==> src/rtl/uart_pkg.sv <==
// uart_pkg: FSM state encoding and default bit timing shared by the UART blocks.
package uart_pkg;
   typedef enum logic [1:0] {IDLE, START, DATA, STOP} uart_state_t;
   localparam int DEF_CLKS_PER_BIT = 1087;
endpackage

==> src/rtl/uart_sync.sv <==
// uart_sync: multi-flop synchronizer for an asynchronous line that idles high.
module uart_sync #(
   parameter int SYNC_STAGES = 2
) (
   input  logic clk,
   input  logic rst,
   input  logic d,
   output logic q
);
   logic [SYNC_STAGES-1:0] ff;
   always_ff @(posedge clk)
      if (rst) ff <= '1;
      else     ff <= {ff[SYNC_STAGES-2:0], d};
   assign q = ff[SYNC_STAGES-1];
endmodule

==> src/rtl/uart_rx.sv <==
// uart_rx: 8N1 LSB-first receiver with valid/ready output, frame error and overrun pulses.
module uart_rx import uart_pkg::*; #(
   parameter int CLKS_PER_BIT = DEF_CLKS_PER_BIT,
   parameter int SYNC_STAGES  = 2
) (
   input  logic       clk,
   input  logic       rst,
   input  logic       rx_input,
   output logic [7:0] rx_data,
   output logic       rx_valid,
   input  logic       rx_ready,
   output logic       frame_err,
   output logic       overrun,
   output logic       busy
);
   localparam int CW = $clog2(CLKS_PER_BIT + 1);
   localparam logic [CW-1:0] FULL = CW'(CLKS_PER_BIT);
   localparam logic [CW-1:0] HALF = CW'(CLKS_PER_BIT / 2);
   uart_state_t   state;
   logic [CW-1:0] cnt;
   logic [2:0]    idx;
   logic [7:0]    shift;
   logic          hold_off;
   logic          rxs;
   logic          expire;
   uart_sync #(.SYNC_STAGES(SYNC_STAGES)) u_sync (.clk(clk), .rst(rst), .d(rx_input), .q(rxs));
   assign expire = cnt == CW'(1);
   // After reset or a bad stop bit the line must stay high for more than a bit
   // time before a falling edge can start a frame, so mid-frame lows are ignored.
   always_ff @(posedge clk) begin
      if (rst) begin
         state     <= IDLE;
         cnt       <= '0;
         idx       <= '0;
         shift     <= '0;
         hold_off  <= 1'b1;
         rx_data   <= '0;
         rx_valid  <= 1'b0;
         frame_err <= 1'b0;
         overrun   <= 1'b0;
         busy      <= 1'b0;
      end else begin
         frame_err <= 1'b0;
         overrun   <= 1'b0;
         if (rx_valid && rx_ready) rx_valid <= 1'b0;
         case (state)
            IDLE:
               if (hold_off) begin
                  cnt <= rxs ? cnt + 1'b1 : '0;
                  if (rxs && cnt == FULL) begin
                     hold_off <= 1'b0;
                     cnt      <= '0;
                  end
               end else if (!rxs) begin
                  state <= START;
                  cnt   <= HALF;
                  busy  <= 1'b1;
               end
            START:
               if (!expire) cnt <= cnt - 1'b1;
               else if (rxs) begin
                  state <= IDLE;
                  busy  <= 1'b0;
               end else begin
                  state <= DATA;
                  cnt   <= FULL;
                  idx   <= '0;
               end
            DATA:
               if (!expire) cnt <= cnt - 1'b1;
               else begin
                  shift[idx] <= rxs;
                  cnt        <= FULL;
                  idx        <= idx + 1'b1;
                  if (idx == 3'd7) state <= STOP;
               end
            STOP:
               if (!expire) cnt <= cnt - 1'b1;
               else begin
                  state <= IDLE;
                  busy  <= 1'b0;
                  cnt   <= '0;
                  if (rxs) begin
                     rx_data  <= shift;
                     rx_valid <= 1'b1;
                     overrun  <= rx_valid && !rx_ready;
                  end else begin
                     frame_err <= 1'b1;
                     hold_off  <= 1'b1;
                  end
               end
            default: state <= IDLE;
         endcase
      end
   end
endmodule

==> config.mk <==
export PLATFORM = sky130hd
export DESIGN_NAME = uart_rx
export DESIGN_NICKNAME = d
export VERILOG_FILES = /design/src/rtl/uart_pkg.sv /design/src/rtl/uart_sync.sv /design/src/rtl/uart_rx.sv
export SDC_FILE = /design/constraint.sdc
export NUM_CORES = 1
export LEC_CHECK = 0
export BUFFER_PORTS_ARGS = -buffer_cell sky130_fd_sc_hd__buf_2
export CAP_MARGIN = 20
export CORE_MARGIN = 10
export CORE_UTILIZATION = 60
export CTS_BUF_LIST = sky130_fd_sc_hd__clkbuf_2 sky130_fd_sc_hd__clkbuf_4 sky130_fd_sc_hd__clkbuf_8
export DETAILED_ROUTE_END_ITERATION = 7
export PLACE_DENSITY_LB_ADDON = 0.08
export REMOVE_ABC_BUFFERS = 1
export SYNTH_ARGS = -nofsm -noshare
export SYNTH_HDL_FRONTEND = slang
export SYNTH_SLANG_ARGS = --single-unit
==> constraint.sdc <==
create_clock -name clk -period 4.5 [get_ports clk]
set_clock_uncertainty 0.05 [all_clocks]
set_input_delay 0 -clock clk [delete_from_list [all_inputs] [get_ports clk]]
set_output_delay 0 -clock clk [all_outputs]
set_load 0.01 [all_outputs]
==> out/results.ini <==
[worst_setup_path]
cp.required_ps=4610
r2r_end=cnt[6]
rr_worst_depth=5
crit_start=cnt[2]
critPathCaptureType=register
arrival_ps=2570
startpoint_type=register
critical_path_class=reg -> reg
critPathMaxStageDelay_ps=680
crit_end=cnt[6]
r2r-start=cnt[2]
r2r_slack_ps=2040
slowest_stage=or4_1
path_cells=or4_1, o31ai_1, a2bb2o_1, a21oi_1, a211oi_1
worstPathMaxFanout=11

[synth]
synth_top_area_share_pct=33.7
yosys.area.top_type=dfxtp_1
avgSynthCellArea_um2=8.26
synthArstFlopShare_pct=0
synth_edf_count=0
yosys.cell_types.count=58
yosys_warnings=0
netlist_area_um2=2320
ys_ff_latch=39
synthFlopType=dfxtp_1
synth_area_leaders=dfxtp_1, ha_1, nand2_1, a21oi_1, nor2_1
yosysSeqAreaShare_pct=33.7
syn_inst=281

[clocking]
clkLatencyLatePin_ps=300
clk_path_buf_depth=2
cts_buffers=5
cts_sinks=39
path_clk_slew_ps=80
cts_root_buf=clkbuf_8
cts.repair.resized=0
h-tree-depth=2
cts_tree=yes

[routing]
wirelength_mm=5.28
drt_drc_violations_left=0
ant_nets=0
vias_per_cell=6.24
drt_iter0_drc=283
drt_first_pass_iters=5
wl_per_cell_um=15.7
num_vias=2096

[global_routing]
grt_pass1_vias=1866
use_met2_pct=23.6
grt_max_degree=38
grt_pass1_wl_mm=9.07
track_usage_pct=16.7
busiest_layer=met1
grt_overflow=0
met1_usage_pct=24.2
antenna_found_initial=0
grt_util_met3_pct=4.54

[timing]
fin_ws_ps=2040
rsz0062_at_grt=no
fmax_mhz=407
hold_viol_final=0
setup_viol=0
fin_crit_sh_pct=54.6
maxSlewHeadroom_pct=38.4
worst_pin_slew_ps=920
tns_ps=0
period_needed_ps=2460
finalMaxSlewViolations=0

[run_status]
status=completed

[power_and_ir_drop]
ir_worst_vdd_uv=227
clockPowerShare_pct=29.6
cellLeakagePower_nw=0.930
pwr-share-seq_pct=45.5
total_power_mw=0.825
p_per_area_nw_per_um2=334
p_sw_mw=0.271
internal_power_mw=0.554
p_sw_share_pct=32.8
power.share.combinational_pct=24.9

[place]
port_buffers=15
gp_congestion=0.865
post-dp-hpwl_mm=3.68
pre_cts_slack_ps=2040

[cells_and_area]
num-nets-final=301
diodes=0
mostFrequentLayoutCells=dfxtp_1, nand2_1, nor2_1
drive_gt1_share_pct=14.9
area_growth_pct=6.42
fillers=330
mostFrequentLayoutCell=dfxtp_1

[floorplan]
core_area_um2=3690
initial_core_util_pct=62.9
dieArea_um2=6750
num_rows=22
die_w_um=82.2
die_y_um=82.2
io_pins=16

[run]
maxCapViolations=0

[hold_path]
hold_path_class=in -> reg

-- power groups by stage --
stage | registers (mW) | logic, mW | clock network (mW)
floorplan | 0.378 | 0.147 | 0
global placement | 0.382 | 0.198 | 0
detailed placement | 0.383 | 0.198 | 0
CTS | 0.374 | 0.201 | 0.249
global route | 0.378 | 0.226 | 0.267
finish | 0.375 | 0.206 | 0.244
-- stage by stage --
step | area (um^2) | hold slack [ps] | std cells | utilization, %
3_3_place_gp | 2360 | 137 | 326 | 64.0
4_1_cts | 2470 | 167 | 336 | 66.9
2_1_floorplan | 2200 | 19.1 | 260 | -
5_1_grt | 2470 | 196 | 336 | 66.9
6_report | 2470 | 169 | 336 | 66.9
3_5_place_dp | 2360 | 137 | 326 | 64.0
-- critical path, delay by kind of cell (launching register included) --
kind,cells,cell delay [ps]
AO/OA/AOI/OAI,4,1210
flip-flops,1,400
AND/OR/NAND/NOR,1,680
-- how the worst min path moves through the flow --
stage | from | to | cells after the start
finish | rst | idx[2] | 2
global route | rst | shift[5] | 2
CTS | rst | idx[2] | 2
detailed placement | rx_input | u_sync.ff[0] | 2
global placement | rx_input | u_sync.ff[0] | 2
floorplan | rst | cnt[10] | 1
-- repair_timing --
item,CTS,global route
endpoints found under the hold margin,3,0
hold buffers,2,0
setup buffers,0,0
-- cell type report --
type,count,area (um^2),area share [%]
sequential,39,781,31.6
inverter,10,37.5,1.52
multi-input combinational,211,1380,56.1
clock buffer,6,76.3,3.09
timing repair buffer,20,118,4.76
clock inverter,2,12.5,0.507
tap,48,60.1,2.43
-- registers in the layout, summed over array words and instances (netlist names), named ones only --
signal     count
busy           1
cnt           11
frame_err      1
hold_off       1
idx            3
overrun        1
rx_data        8
rx_valid       1
shift          8
state          1
u_sync.ff      2
-- cell usage after synthesis, drive strengths merged (3+ instances only) --
| cell type | instances |
|---|---|
| a21oi | 19 |
| a22oi | 5 |
| a31oi | 7 |
| and2 | 4 |
| buf | 8 |
| clkbuf | 13 |
| dfxtp | 39 |
| ha | 10 |
| inv | 10 |
| mux2i | 9 |
| nand2 | 33 |
| nand2b | 3 |
| nand3 | 9 |
| nand4 | 6 |
| nor2 | 25 |
| nor3 | 7 |
| nor4 | 4 |
| o211ai | 3 |
| o21ai | 12 |
| o31ai | 3 |
| or2 | 4 |
| or4 | 3 |
| xnor2 | 6 |
| xor2 | 3 |
-- per-layer routing --
metal | part of all wire, % | vias up
li1 | - | 1026
met1 | 49 | 982
met2 | 43 | 83
met3 | 7.2 | 5
met4 | 1.1 | 0
met5 | 0 | -
-- cells by family after synthesis --
kind of cell    synth area share [%]
compound gates                  21.6
xor+xnor                        3.40
fa+ha+maj                       5.39
buf+inv                         6.69
flops                           33.7
mux                             3.88
simple gates                    25.4
Note: power is estimated with default switching activity, not from simulation.
